==> src/rtl/sr_bank_arbiter_pkg.sv <==
// sr_bank_arbiter_pkg
//   Shared encodings for the SR bank arbiter.
//   op_e    : requester operation codes (OpA/OpB)
//   state_e : arbiter FSM states
package sr_bank_arbiter_pkg;

  typedef enum logic [1:0] {
    OP_NOP    = 2'b00,
    OP_RESET  = 2'b01,
    OP_SET    = 2'b10,
    OP_TOGGLE = 2'b11
  } op_e;

  typedef enum logic [1:0] {
    IDLE  = 2'b00,
    DRIVE = 2'b01,
    CHECK = 2'b10,
    ACK   = 2'b11
  } state_e;

endpackage

==> src/rtl/sr_bank_arbiter_if.sv <==
// sr_bank_arbiter_if
//   Groups the requester handshakes and the bank drive/readback of the arbiter.
//   slave  : arbiter side (takes requests and Q, drives Ack/Set/Reset/Busy/Err)
//   master : control logic + bank side
interface sr_bank_arbiter_if #(
  parameter int N     = 8,
  parameter int IDX_W = 3
);
  logic             ReqA;
  logic [1:0]       OpA;
  logic [IDX_W-1:0] IdxA;
  logic             AckA;
  logic             ReqB;
  logic [1:0]       OpB;
  logic [IDX_W-1:0] IdxB;
  logic             AckB;
  logic [N-1:0]     Set;
  logic [N-1:0]     Reset;
  logic [N-1:0]     Q;
  logic             Busy;
  logic             Err;

  modport slave (
    input  ReqA, OpA, IdxA, ReqB, OpB, IdxB, Q,
    output AckA, AckB, Set, Reset, Busy, Err
  );

  modport master (
    output ReqA, OpA, IdxA, ReqB, OpB, IdxB, Q,
    input  AckA, AckB, Set, Reset, Busy, Err
  );
endinterface

==> src/rtl/sr_bank_arbiter_rr_arb2.sv <==
// rr_arb2
//   Two-way round-robin arbiter.
//   clk, rst_n : clock, async active-low reset (pointer -> side 0)
//   i_req      : request vector {B, A}
//   i_accept   : current grant is being taken this cycle
//   o_grant    : one-hot grant {B, A}
// The pointer names the side that wins a tie. It only moves when both sides
// were requesting and the grant is accepted, so a lone requester does not
// steal the next tie-break from the other side.
module rr_arb2 (
  input  logic       clk,
  input  logic       rst_n,
  input  logic [1:0] i_req,
  input  logic       i_accept,
  output logic [1:0] o_grant
);

  logic r_ptr;

  always_comb begin
    o_grant = 2'b00;
    case (i_req)
      2'b01:   o_grant = 2'b01;
      2'b10:   o_grant = 2'b10;
      2'b11:   o_grant = r_ptr ? 2'b10 : 2'b01;
      default: o_grant = 2'b00;
    endcase
  end

  always_ff @(posedge clk or negedge rst_n) begin
    if (!rst_n) begin
      r_ptr <= 1'b0;
    end else if (i_accept && (&i_req)) begin
      r_ptr <= ~r_ptr;
    end
  end

endmodule

==> src/rtl/sr_bank_arbiter.sv <==
// sr_bank_arbiter
//   Shares one bank of N SR flip-flops between requesters A and B.
//   Each granted op becomes a one-cycle Set or Reset pulse on a single bit,
//   then the bit is read back and a mismatch is reported with the Ack.
//   Clock   : rising-edge clock
//   Clear_n : async active-low reset
//   bus     : requester handshakes, bank Set/Reset/Q, Busy, Err
//
// state | meaning
// IDLE  | sample requests, grant one, latch op/idx/Q[idx]
// DRIVE | one-cycle Set/Reset pulse on the granted bit
// CHECK | compare Q[idx] with the expected value
// ACK   | one-cycle Ack to the granted side, Err valid
module sr_bank_arbiter
  import sr_bank_arbiter_pkg::*;
#(
  parameter int N     = 8,
  parameter int IDX_W = 3
) (
  input  logic              Clock,
  input  logic              Clear_n,
  sr_bank_arbiter_if.slave  bus
);

  localparam int             LP_CW  = IDX_W + 1;
  localparam logic [LP_CW-1:0] LP_N = LP_CW'(N);
  localparam logic [N-1:0]   LP_ONE = {{(N-1){1'b0}}, 1'b1};

  state_e           r_state;
  state_e           w_state_nxt;
  logic [1:0]       w_req;
  logic [1:0]       w_grant;
  logic             w_accept;
  logic             w_sel_b;
  op_e              w_gnt_op;
  logic [IDX_W-1:0] w_gnt_idx;
  logic             w_gnt_bad;
  logic             w_gnt_q;
  logic [N-1:0]     w_gnt_onehot;
  logic             w_chk_q;
  logic             w_ack;

  logic             r_side;
  logic [IDX_W-1:0] r_idx;
  logic             r_exp;
  logic             r_err;
  logic [N-1:0]     r_set;
  logic [N-1:0]     r_reset;

  assign w_req = {bus.ReqB, bus.ReqA};

  rr_arb2 u_arb (
    .clk      (Clock),
    .rst_n    (Clear_n),
    .i_req    (w_req),
    .i_accept (w_accept),
    .o_grant  (w_grant)
  );

  assign w_sel_b      = w_grant[1];
  assign w_gnt_op     = w_sel_b ? op_e'(bus.OpB) : op_e'(bus.OpA);
  assign w_gnt_idx    = w_sel_b ? bus.IdxB : bus.IdxA;
  assign w_gnt_bad    = {1'b0, w_gnt_idx} >= LP_N;
  assign w_gnt_q      = w_gnt_bad ? 1'b0 : bus.Q[w_gnt_idx];
  assign w_gnt_onehot = LP_ONE << w_gnt_idx;
  assign w_chk_q      = bus.Q[r_idx];

  always_ff @(posedge Clock or negedge Clear_n) begin
    if (!Clear_n) begin
      r_state <= IDLE;
    end else begin
      r_state <= w_state_nxt;
    end
  end

  always_comb begin
    w_state_nxt = r_state;
    w_accept    = 1'b0;
    case (r_state)
      IDLE: begin
        if (|w_grant) begin
          w_accept    = 1'b1;
          w_state_nxt = w_gnt_bad ? ACK : DRIVE;
        end
      end
      DRIVE:   w_state_nxt = CHECK;
      CHECK:   w_state_nxt = ACK;
      ACK:     w_state_nxt = IDLE;
      default: w_state_nxt = IDLE;
    endcase
  end

  // Set/Reset are registered at grant so the bank sees a clean pulse that
  // lasts exactly the DRIVE cycle; Clear_n kills it asynchronously.
  always_ff @(posedge Clock or negedge Clear_n) begin
    if (!Clear_n) begin
      r_side  <= 1'b0;
      r_idx   <= '0;
      r_exp   <= 1'b0;
      r_err   <= 1'b0;
      r_set   <= '0;
      r_reset <= '0;
    end else begin
      r_set   <= '0;
      r_reset <= '0;
      if (w_accept) begin
        r_side <= w_sel_b;
        r_idx  <= w_gnt_idx;
        r_err  <= w_gnt_bad;
        r_exp  <= w_gnt_q;
        if (!w_gnt_bad) begin
          case (w_gnt_op)
            OP_SET: begin
              r_set <= w_gnt_onehot;
              r_exp <= 1'b1;
            end
            OP_RESET: begin
              r_reset <= w_gnt_onehot;
              r_exp   <= 1'b0;
            end
            OP_TOGGLE: begin
              if (w_gnt_q) r_reset <= w_gnt_onehot;
              else         r_set   <= w_gnt_onehot;
              r_exp <= ~w_gnt_q;
            end
            default: r_exp <= w_gnt_q;
          endcase
        end
      end
      if (r_state == CHECK) begin
        r_err <= (w_chk_q != r_exp);
      end
    end
  end

  assign w_ack     = (r_state == ACK);
  assign bus.AckA  = w_ack & ~r_side;
  assign bus.AckB  = w_ack & r_side;
  assign bus.Err   = w_ack & r_err;
  assign bus.Busy  = (r_state != IDLE);
  assign bus.Set   = r_set;
  assign bus.Reset = r_reset;

endmodule

==> src/flat_wrapper.sv <==
// flat-port wrapper written by rule: the top's interface ports become plain ports
module sr_bank_arbiter_flat import sr_bank_arbiter_pkg::*;
#(
  parameter int N     = 8,
  parameter int IDX_W = 3
)
  (Clock, Clear_n, bus_ReqA, bus_OpA, bus_IdxA, bus_ReqB, bus_OpB, bus_IdxB, bus_Q, bus_AckA, bus_AckB, bus_Set, bus_Reset, bus_Busy, bus_Err);
  sr_bank_arbiter_if #(.N(N), .IDX_W(IDX_W)) bus_i ();
  input  logic Clock;
  input  logic Clear_n;
  input wire logic [$bits(bus_i.ReqA)-1:0] bus_ReqA;
  input wire logic [$bits(bus_i.OpA)-1:0] bus_OpA;
  input wire logic [$bits(bus_i.IdxA)-1:0] bus_IdxA;
  input wire logic [$bits(bus_i.ReqB)-1:0] bus_ReqB;
  input wire logic [$bits(bus_i.OpB)-1:0] bus_OpB;
  input wire logic [$bits(bus_i.IdxB)-1:0] bus_IdxB;
  input wire logic [$bits(bus_i.Q)-1:0] bus_Q;
  output wire logic [$bits(bus_i.AckA)-1:0] bus_AckA;
  output wire logic [$bits(bus_i.AckB)-1:0] bus_AckB;
  output wire logic [$bits(bus_i.Set)-1:0] bus_Set;
  output wire logic [$bits(bus_i.Reset)-1:0] bus_Reset;
  output wire logic [$bits(bus_i.Busy)-1:0] bus_Busy;
  output wire logic [$bits(bus_i.Err)-1:0] bus_Err;
  assign bus_i.ReqA = bus_ReqA;
  assign bus_i.OpA = bus_OpA;
  assign bus_i.IdxA = bus_IdxA;
  assign bus_i.ReqB = bus_ReqB;
  assign bus_i.OpB = bus_OpB;
  assign bus_i.IdxB = bus_IdxB;
  assign bus_i.Q = bus_Q;
  assign bus_AckA = bus_i.AckA;
  assign bus_AckB = bus_i.AckB;
  assign bus_Set = bus_i.Set;
  assign bus_Reset = bus_i.Reset;
  assign bus_Busy = bus_i.Busy;
  assign bus_Err = bus_i.Err;
  sr_bank_arbiter #(.N(N), .IDX_W(IDX_W)) u_core (.Clock(Clock), .Clear_n(Clear_n), .bus(bus_i));
endmodule
==> config.mk <==
export PLATFORM = sky130hd
export DESIGN_NAME = sr_bank_arbiter_flat
export DESIGN_NICKNAME = d
export VERILOG_FILES = /design/src/rtl/sr_bank_arbiter_pkg.sv /design/src/rtl/sr_bank_arbiter_if.sv /design/src/rtl/sr_bank_arbiter_rr_arb2.sv /design/src/rtl/sr_bank_arbiter.sv /design/src/flat_wrapper.sv
export SDC_FILE = /design/constraint.sdc
export NUM_CORES = 1
export LEC_CHECK = 0
export ABC_AREA = 1
export ABC_CLOCK_PERIOD_IN_PS = 1300
export CAP_MARGIN = 20
export CELL_PAD_IN_SITES_DETAIL_PLACEMENT = 0
export CELL_PAD_IN_SITES_GLOBAL_PLACEMENT = 1
export CORE_ASPECT_RATIO = 1.5
export CORE_MARGIN = 2
export CORE_UTILIZATION = 29
export DETAILED_ROUTE_END_ITERATION = 7
export PLACE_DENSITY_LB_ADDON = 0.1
export SYNTH_ARGS = -nofsm -noshare
export SYNTH_HDL_FRONTEND = slang
export SYNTH_SLANG_ARGS = --single-unit
==> constraint.sdc <==
create_clock -name Clock -period 1.3 [get_ports Clock]
set_input_delay 0.26 -clock Clock [delete_from_list [all_inputs] [get_ports Clock]]
set_output_delay 0.26 -clock Clock [all_outputs]
set_load 0.005 [all_outputs]
After elaboration in Yosys (flattened, before gate mapping)
Index checks and enable logic that the tools add are counted.
{"block": "totals", "ff_bits": 25, "input_bits": 22, "out_inout_bits": 20, "wordCells": 55}
{"block": "op_classes", "n_lt_le_gt_ge": 2, "eq_ne": 11, "shifts": 1, "n_mux": 21, "n_bitwise": 6, "reduce_logical": 6}
{"op": "two-way mux 8 bit", "n": 4}
{"op": "one-hot mux 8 bit (2 select lines)", "n": 2}
{"op": "equality test 2 bit (second input constant)", "n": 6}
{"op": "< comparator 3 x 4 -> 1 bit (second input constant)", "n": 2}
{"op": "one-hot mux 2 bit (4 select lines)", "n": 1}
{"op": "<< shifter 1 x 3 -> 8 bit (first input constant)", "n": 1}
{"op": "binary-select mux 1 bit (select 3 bit)", "n": 2}
{"op": "equality test 2 x 1 -> 1 bit (second input constant)", "n": 3}
{"op": "two-way mux 1 bit", "n": 6}
{"op": "two-way mux 2 bit", "n": 3}
{"op": "one-hot mux 2 bit (3 select lines)", "n": 1}
{"op": "nonzero test 2 bit", "n": 2}
{"op": "AND 1 bit", "n": 3}
{"op": "two-way mux 3 bit", "n": 1}
{"op": "inverter 1 bit", "n": 3}
{"op": "one-hot mux 1 bit (3 select lines)", "n": 1}
{"op": "zero test 2 bit", "n": 1}
{"op": "!= test 2 x 1 -> 1 bit (second input constant)", "n": 1}
{"op": "AND reduction 2 bit", "n": 1}
{"op": "OR reduction 2 bit", "n": 1}
{"op": "logical AND 1 bit", "n": 1}
{"op": "!= test 1 bit", "n": 1}

Longest topological paths before layout
Gate-level depths: netlist (run 1).
{"block": "depth", "ltp_word": 8, "mapped_depth": 12, "mapped_depth_nobuf": 12}

Hierarchy
From an unflattened synthesis (run 1), not the netlist that was laid out.
{"block": "hier_totals", "hier_cells": 162, "area_unflattened_um2": 1320.0}
{"module": "sr_bank_arbiter", "n_inst": 1, "cells_per_inst": 154, "area_per_inst_um2": 1257.5, "seq_area_each_um2": 600.6}
{"module": "rr_arb2", "n_inst": 1, "cells_per_inst": 8, "area_per_inst_um2": 62.6, "seq_area_each_um2": 25.0}

Worst setup path after synthesis (run 1)
No wires, ideal clock.
{"block": "synth_path", "path_type": "register to register", "startpoint": "register u_core.r_state[0]", "endpoint": "register u_core.r_reset[0], in the netlist u_core.bus.Reset[0]", "setup_time_ns": 0.071, "t_arrival_ns": 1.419, "t_required_ns": 1.229, "slack_ns": -0.191, "path_stages_with_launch": 9, "n_path_buf": 0, "period_less_slack_ns": 1.491, "path_cell_list": "dfrtp_1 inv_1 ha_1 inv_1 a21oi_4 inv_1 nor2_2 nand2_2 nor2_1"}
{"block": "synth_between", "elab_chain_len": 3}
{"item": "start, declared", "line": "sr_bank_arbiter.sv:29", "rtl": "state_e r_state;"}
{"item": "start signal, assigned", "line": "sr_bank_arbiter.sv:72", "rtl": "r_state <= w_state_nxt;"}
{"item": "zero test 2 bit", "line": "sr_bank_arbiter.sv:79", "rtl": "case (r_state)"}
{"item": "two-way mux 1 bit", "line": "sr_bank_arbiter.sv:79"}
{"item": "two-way mux 8 bit", "line": "sr_bank_arbiter.sv:106", "rtl": "if (w_accept) begin"}
{"item": "end signal, assigned", "line": "sr_bank_arbiter.sv:118", "rtl": "r_reset <= w_gnt_onehot;"}
{"item": "end signal, assigned", "line": "sr_bank_arbiter.sv:122", "rtl": "if (w_gnt_q) r_reset <= w_gnt_onehot;"}
{"item": "end, declared", "line": "sr_bank_arbiter.sv:48", "rtl": "logic [N-1:0] r_reset;"}
No other way between the ends.
A chain may end at the register's enable or synchronous reset.

Final worst setup path (run 1)
{"block": "layout_path", "startpoint": "register u_core.u_arb.r_ptr", "endpoint": "register u_core.r_set[3], in the netlist u_core.bus.Set[3]"}
{"block": "layout_between", "elab_chain_len": 8, "word_cells_on_any_way": 15, "classes_between": "eq/ne (2); shift (1); mux (11); reduce/logical (1)"}
{"item": "start, declared", "line": "sr_bank_arbiter_rr_arb2.sv:18", "rtl": "logic r_ptr;"}
{"item": "start signal, assigned", "line": "sr_bank_arbiter_rr_arb2.sv:34", "rtl": "r_ptr <= ~r_ptr;"}
{"item": "two-way mux 2 bit (*)", "line": "sr_bank_arbiter_rr_arb2.sv:25", "rtl": "2'b11: o_grant = r_ptr ? 2'b10 : 2'b01;"}
{"item": "one-hot mux 2 bit (3 select lines) (*)", "line": "sr_bank_arbiter_rr_arb2.sv:22", "rtl": "case (i_req)"}
{"item": "two-way mux 3 bit", "line": "sr_bank_arbiter.sv:62", "rtl": "assign w_gnt_idx = w_sel_b ? bus.IdxB : bus.IdxA;"}
{"item": "binary-select mux 1 bit (select 3 bit)", "line": "sr_bank_arbiter.sv:64", "rtl": "assign w_gnt_q = w_gnt_bad ? 1'b0 : bus.Q[w_gnt_idx];"}
{"item": "two-way mux 1 bit (implied by the code)", "line": "sr_bank_arbiter.sv:64"}
{"item": "two-way mux 8 bit", "line": "sr_bank_arbiter.sv:122"}
{"item": "one-hot mux 8 bit (2 select lines)", "line": "sr_bank_arbiter.sv:112", "rtl": "case (w_gnt_op)"}
{"item": "two-way mux 8 bit (*)", "line": "sr_bank_arbiter.sv:106"}
{"item": "end signal, assigned", "line": "sr_bank_arbiter.sv:114", "rtl": "r_set <= w_gnt_onehot;"}
{"item": "end signal, assigned", "line": "sr_bank_arbiter.sv:123", "rtl": "else r_set <= w_gnt_onehot;"}
{"item": "end, declared", "line": "sr_bank_arbiter.sv:47", "rtl": "logic [N-1:0] r_set;"}
Mark *: on every way between the ends. The rest lies on a longest branch, timed or not. The select of a mux whose other input is x is not followed.

==> impl_metrics.env, run 1 <==
export IMPL_gp_congestion=0.754
export IMPL_synthesis_nets=201
export IMPL_ys_dominant_reg_cell="dfrtp_1"
export IMPL_dpl_worst_slack_ps=-662
export IMPL_firstDrtPassIters=4
export IMPL_rsz0062_at_grt="true"
export IMPL_synth_distinct_cells=22
export IMPL_path_class="reg2reg"
export IMPL_async_reset_ff_share_pct=100
export IMPL_nFillCells=422
export IMPL_drv_slew=0
export IMPL_r2r_slack_ps=-200
export IMPL_maxCapViolations=0
export IMPL_die_w_um=59.8
export IMPL_clock_fmax_mhz=668
export IMPL_clock_latency_ps=270
export IMPL_cp_num_buf_inv=3
export IMPL_clk_pin_slew_ps=90
export IMPL_vias=1386
export IMPL_port_buffers=41
export IMPL_hp_class="in2async"
export IMPL_antenna_found_initial=0
export IMPL_maxSlewHeadroom_pct=81.4
export IMPL_fin_crit_ps=1500
export IMPL_area_growth_pct=80.8
export IMPL_dr_first_iter_drc_count=17
export IMPL_track_usage_pct=14.7
export IMPL_grt_first_pass_wirelength_um=5870
export IMPL_drc=0
export IMPL_yosys_top_cells_count="43 x nand2_1, 29 x inv_1, 25 x dfrtp_1"
export IMPL_status="complete, but fails checks"
export IMPL_power_leakage_uw=0.00128
export IMPL_synth_seq_area_share_pct=46.2
export IMPL_arrival_ps=1700
export IMPL_hold_viol_final=0
export IMPL_numClockSinks=25
export IMPL_violations="setup timing"
export IMPL_htreeDepth=1
export IMPL_yosysMostFrequentCell="nand2_1"
export IMPL_multi_input_area_um2=916
export IMPL_start_util_pct=30.1
export IMPL_yosysWarnings=0
export IMPL_synth_largest_area_cell="dfrtp_1"
export IMPL_p_per_area_mw_per_mm2=1570
export IMPL_synth_seq_cells=25
export IMPL_start_kind="flip-flop"
export IMPL_wl_per_cell_um=12.4
export IMPL_setup_viol=26
export IMPL_postSynthAreaPerCell_um2=7.74
export IMPL_grt_max_degree=26
export IMPL_overflow=0
export IMPL_wl_um=3660
export IMPL_crit_family="simple AND/OR/NAND/NOR gates"
export IMPL_tightest_slew_ps=279
export IMPL_viasPerCell=4.68
export IMPL_fin_nets=275
export IMPL_regArea_um2=627
export IMPL_cp_cell_sequence="inv_2, nand2_4, nand2_4, buf_4, nand2_4, o21ai_4, inv_2, nand3_2, nand3_4, nand3_4, nor2_2"
export IMPL_die_h_um=87.7
export IMPL_antenna_left=0
export IMPL_cts_buffer_depth=2
export IMPL_synth_area_top_cells="dfrtp_1 46%, nand2_1 12%, inv_1 8.0%"
export IMPL_path_max_fanout=8
export IMPL_placementRows=30
export IMPL_max_stage_delay_ps=420
export IMPL_antennaDiodeCount=0
export IMPL_cts_tree="yes"
export IMPL_fin_hold_ws_ps=335
export IMPL_timing_final_ws_setup_ps=-198
export IMPL_pin_count=42
export IMPL_synth_edf_count=0
export IMPL_grt_pass1_vias=1419
export IMPL_synth_cells=175
export IMPL_crit_top_cell="nand2_4"
export IMPL_drive_gt1_share_pct=43.1
export IMPL_ir_drop_mv=0.871
export IMPL_endpoint_kind="flip-flop"
export IMPL_fin_skew_ps=3.93
export IMPL_cts_root_buf="clkbuf_8"
export IMPL_crit_slowest_cell="dfrtp_1"
export IMPL_core_area_mm2=0.00450
export IMPL_cp_required_ps=1500
export IMPL_dieArea_mm2=0.00524
export IMPL_dp_hpwl_um=2690
export IMPL_syn_area_mm2=0.00135
export IMPL_numCtsBuffers=3
export IMPL_netlist_area_leader_share_pct=46.2
export IMPL_min_period_over_period_pct=115
power by group:
group	switching, uW	total [uW]	internal [uW]	leakage [uW]
Clock	259	473	215	0.0000255
Sequential	165	1100	938	0.000332
Combinational	1100	2260	1160	0.000922
cell families after synthesis:
group	synth area share [%]
AND/OR/NAND/NOR	32.8
AO/OA/AOI/OAI	7.39
buffers and inverters	9.24
XOR/XNOR	0.647
flip-flops	46.2
adder cells (fa/ha/maj)	3.70
layout by cell type (no fill, tap or decap), types with 11 or more instances in the layout:
master            n
buf_6            12
nand2_1          25
clkdlybuf4s50_1  18
dlygate4sd2_1    18
buf_4            18
nand3_2          15
nand2_2          11
inv_1            22
dfrtp_1          24
nor2_1           12
worst register-to-register path, delay by kind of cell, from the launching register on:
kind                   cells  cell delay (ps)
and+or+nand+nor            7              650
DFF                        1              420
buffers and inverters      3              290
AOI/OAI and AO/OA          1               70
per-stage QoR:
stage | cells | setup TNS, ps | utilization [%] | area, um^2 | total power, uW
finish | 296 | -4000 | 54.3 | 2450 | 3830
global placement | 278 | -13040 | 44.2 | 1990 | 2520
detailed placement | 278 | -13410 | 44.2 | 1990 | 2550
global route | 296 | -6260 | 54.3 | 2450 | 4130
floorplan | 175 | -483 | - | 1410 | 1970
CTS | 292 | -3530 | 49.1 | 2210 | 3400
final timing paths:
path / start / to / cells past startpoint
setup / recovery: u_core.u_arb.r_ptr / u_core.bus.Set[3] / 11
hold / removal: Clear_n / u_core.bus.Set[3] / 2
setup reg to reg: u_core.u_arb.r_ptr / u_core.bus.Set[3] / 11
hold reg to reg: u_core.r_exp / u_core.r_exp / 2
max in group asynchronous: Clear_n / u_core.r_idx[0] / 2
min in group Clock: bus_ReqA / u_core.u_arb.r_ptr / 3
what timing repair did:
item                       CTS  global route
setup buffers               10             5
pin swaps                   13            11
resized for setup           68            54
hold buffers                 0             0
setup endpoints to repair   42            28
flip-flops by register name (all words and copies together), names as in the netlist:
| signal | flops |
|---|---|
| u_core.bus.Reset | 8 |
| u_core.bus.Set | 8 |
| u_core.r_err | 1 |
| u_core.r_exp | 1 |
| u_core.r_idx | 3 |
| u_core.r_side | 1 |
| u_core.r_state | 2 |
| u_core.u_arb.r_ptr | 1 |
final cells by class:
class | count | share of cell area (%)
multi-input cells | 117 | 37.4
repair buffers | 70 | 27.2
flip-flops and latches | 25 | 25.6
inverters | 32 | 5.42
well taps | 48 | 2.45
clock buffers | 3 | 1.69
clock inverters | 1 | 0.204
metal layers:
metal | track usage [%] | part of all wire, %
met5 | 0 | 0
met4 | 6.06 | 1.6
met3 | 1.33 | 3.2
met2 | 29.7 | 63
met1 | 14.4 | 33
Note: power is estimated with default switching activity, not from simulation.
==> inputs of run 2 (changes only) <==
--- a/config.mk
+++ b/config.mk
@@ -15,6 +15,7 @@
 export CORE_UTILIZATION = 29
 export DETAILED_ROUTE_END_ITERATION = 7
 export PLACE_DENSITY_LB_ADDON = 0.1
+export SKIP_CTS_REPAIR_TIMING = 1
 export SYNTH_ARGS = -nofsm -noshare
 export SYNTH_HDL_FRONTEND = slang
 export SYNTH_SLANG_ARGS = --single-unit
==> impl_metrics.env, run 2 (synthesized netlist as in run 1, its figures left out) <==
export IMPL_grt_max_degree=26
export IMPL_htreeDepth=1
export IMPL_pin_count=42
export IMPL_dieArea_mm2=0.00524
export IMPL_die_w_um=59.8
export IMPL_overflow=0
export IMPL_max_stage_delay_ps=420
export IMPL_ir_drop_mv=0.765
export IMPL_layout_commonest_cell="nand2_1"
export IMPL_wl_per_cell_um=12.4
export IMPL_antenna_found_initial=0
export IMPL_fin_hold_ws_ps=329
export IMPL_grt_use_met2_pct=27.4
export IMPL_hold_viol_final=0
export IMPL_layout_common_cells="29 x nand2_1, 25 x dfrtp_1, 24 x inv_1"
export IMPL_clock_latency_ps=270
export IMPL_antenna_left=0
export IMPL_die_h_um=87.7
export IMPL_antennaDiodeCount=0
export IMPL_timing_final_ws_setup_ps=-219
export IMPL_crit_top_cell="nand2_4"
export IMPL_clkPwrFrac_pct=14.1
export IMPL_rsz0062_at_grt="true"
export IMPL_setup_viol=25
export IMPL_p_switching_uw=1380
export IMPL_p_per_area_mw_per_mm2=1470
export IMPL_grt_first_pass_wirelength_um=5490
export IMPL_start_util_pct=30.1
export IMPL_core_area_mm2=0.00450
export IMPL_fin_crit_ps=1520
export IMPL_status="complete, but fails checks"
export IMPL_grtUsageMet1_pct=13.7
export IMPL_gp_congestion=0.754
export IMPL_grt_pass1_vias=1340
export IMPL_setup_tns_ps=-3840
export IMPL_firstDrtPassIters=4
export IMPL_crit_slowest_cell="dfrtp_1"
export IMPL_arrival_ps=1730
export IMPL_fin_skew_ps=3.89
export IMPL_area_growth_pct=71.5
export IMPL_cp_cell_sequence="inv_2, nand2_4, nand2_8, nand2_4, nand2_4, inv_4, nand3_4, nand2_2, nand2_2, nand3_2, nand3_4, nor2_1"
export IMPL_drc=0
export IMPL_final_util_pct=51.6
export IMPL_dr_first_iter_drc_count=14
export IMPL_clk_pin_slew_ps=90
export IMPL_combinationalPowerShare_pct=54.2
export IMPL_hp_class="in2async"
export IMPL_drv_slew=0
export IMPL_numCtsBuffers=3
export IMPL_violations="setup timing"
export IMPL_switching_share_pct=40.5
export IMPL_cts_buffer_depth=2
export IMPL_cts_tree="yes"
export IMPL_power_leakage_uw=0.00143
export IMPL_maxCapViolations=0
export IMPL_grt_busiest_layer="met2"
export IMPL_power_total_uw=3420
export IMPL_endpoint_kind="flip-flop"
export IMPL_placementRows=30
export IMPL_wl_um=3570
export IMPL_cp_required_ps=1510
export IMPL_viasPerCell=4.65
export IMPL_internal_power_uw=2030
export IMPL_drive_gt1_share_pct=35.4
export IMPL_numClockSinks=25
export IMPL_clock_fmax_mhz=658
export IMPL_grt_use_met3_pct=1.33
export IMPL_min_period_over_period_pct=117
export IMPL_dp_hpwl_um=2690
export IMPL_seq_power_share_pct=31.7
export IMPL_path_max_fanout=8
export IMPL_path_class="reg2reg"
export IMPL_port_buffers=41
export IMPL_fin_nets=267
export IMPL_vias=1340
export IMPL_tightest_slew_ps=295
export IMPL_track_usage_pct=13.8
export IMPL_cts_root_buf="clkbuf_8"
export IMPL_start_kind="flip-flop"
export IMPL_maxSlewHeadroom_pct=80.3
[run 2: changes by cell type in the layout (fill, tap and decap cells not counted), moves of 3 or more]
cell,before,now
nand2_1,25,29
nand3_1,3,9
buf_6,12,4
dlygate4sd2_1,18,0
nand3_2,15,10
nor2_1,12,9
dlymetal6s2s_1,1,18
clkbuf_2,0,3
[run 2: routing by layer]
layer	part of all wire (%)	vias to the layer above
li1	-	671
met3	4.5	4
met2	59	40
met5	0	-
met1	35	625
met4	1.6	0
[run 2: path summary, 6_finish.rpt]
path | to | slack (ps) | cells past startpoint | from
max | u_core.bus.Set[0] | -220 | 12 | u_core.u_arb.r_ptr
max in group asynchronous | u_core.bus.Reset[0] | 810 | 2 | Clear_n
min | u_core.bus.Set[3] | 330 | 2 | Clear_n
max reg2reg | u_core.bus.Set[0] | -220 | 12 | u_core.u_arb.r_ptr
min in group Clock | u_core.u_arb.r_ptr | 350 | 3 | bus_ReqA
min reg2reg | u_core.r_exp | 540 | 2 | u_core.r_exp
[run 2: through the flow]
step | cells | cell area, um^2 | worst slack, ps
finish | 288 | 2320 | -219
global route | 288 | 2320 | -345
CTS | 282 | 2040 | -490
detailed placement | 278 | 1990 | -662
global placement | 278 | 1990 | -663
floorplan | 175 | 1410 | -45.4
[run 2: area by class of cell]
type / instances / area (um^2)
clock inverter: 1 / 5.00
tap: 48 / 60.1
clock buffer: 3 / 41.3
inverter: 32 / 130
multi-input combinational: 117 / 837
sequential: 25 / 626
fill: 455 / 2180
timing repair buffer: 62 / 623
[run 2: worst max-delay path, delay by kind of cell (launching register included)]
kind                   cells  cell delay, ps
buffers and inverters      2             150
AND/OR/NAND/NOR           10             870
flip-flops                 1             420
[run 2: power groups by stage]
| stage | Combinational, uW | Sequential (uW) | Clock, uW |
|---|---|---|---|
| 3_5_place_dp | 1470 | 1080 | 0 |
| 4_1_cts | 1470 | 1070 | 480 |
| 2_1_floorplan | 938 | 1040 | 0 |
| 3_3_place_gp | 1440 | 1080 | 0 |
| 6_report | 1850 | 1080 | 481 |
| 5_1_grt | 2070 | 1110 | 520 |
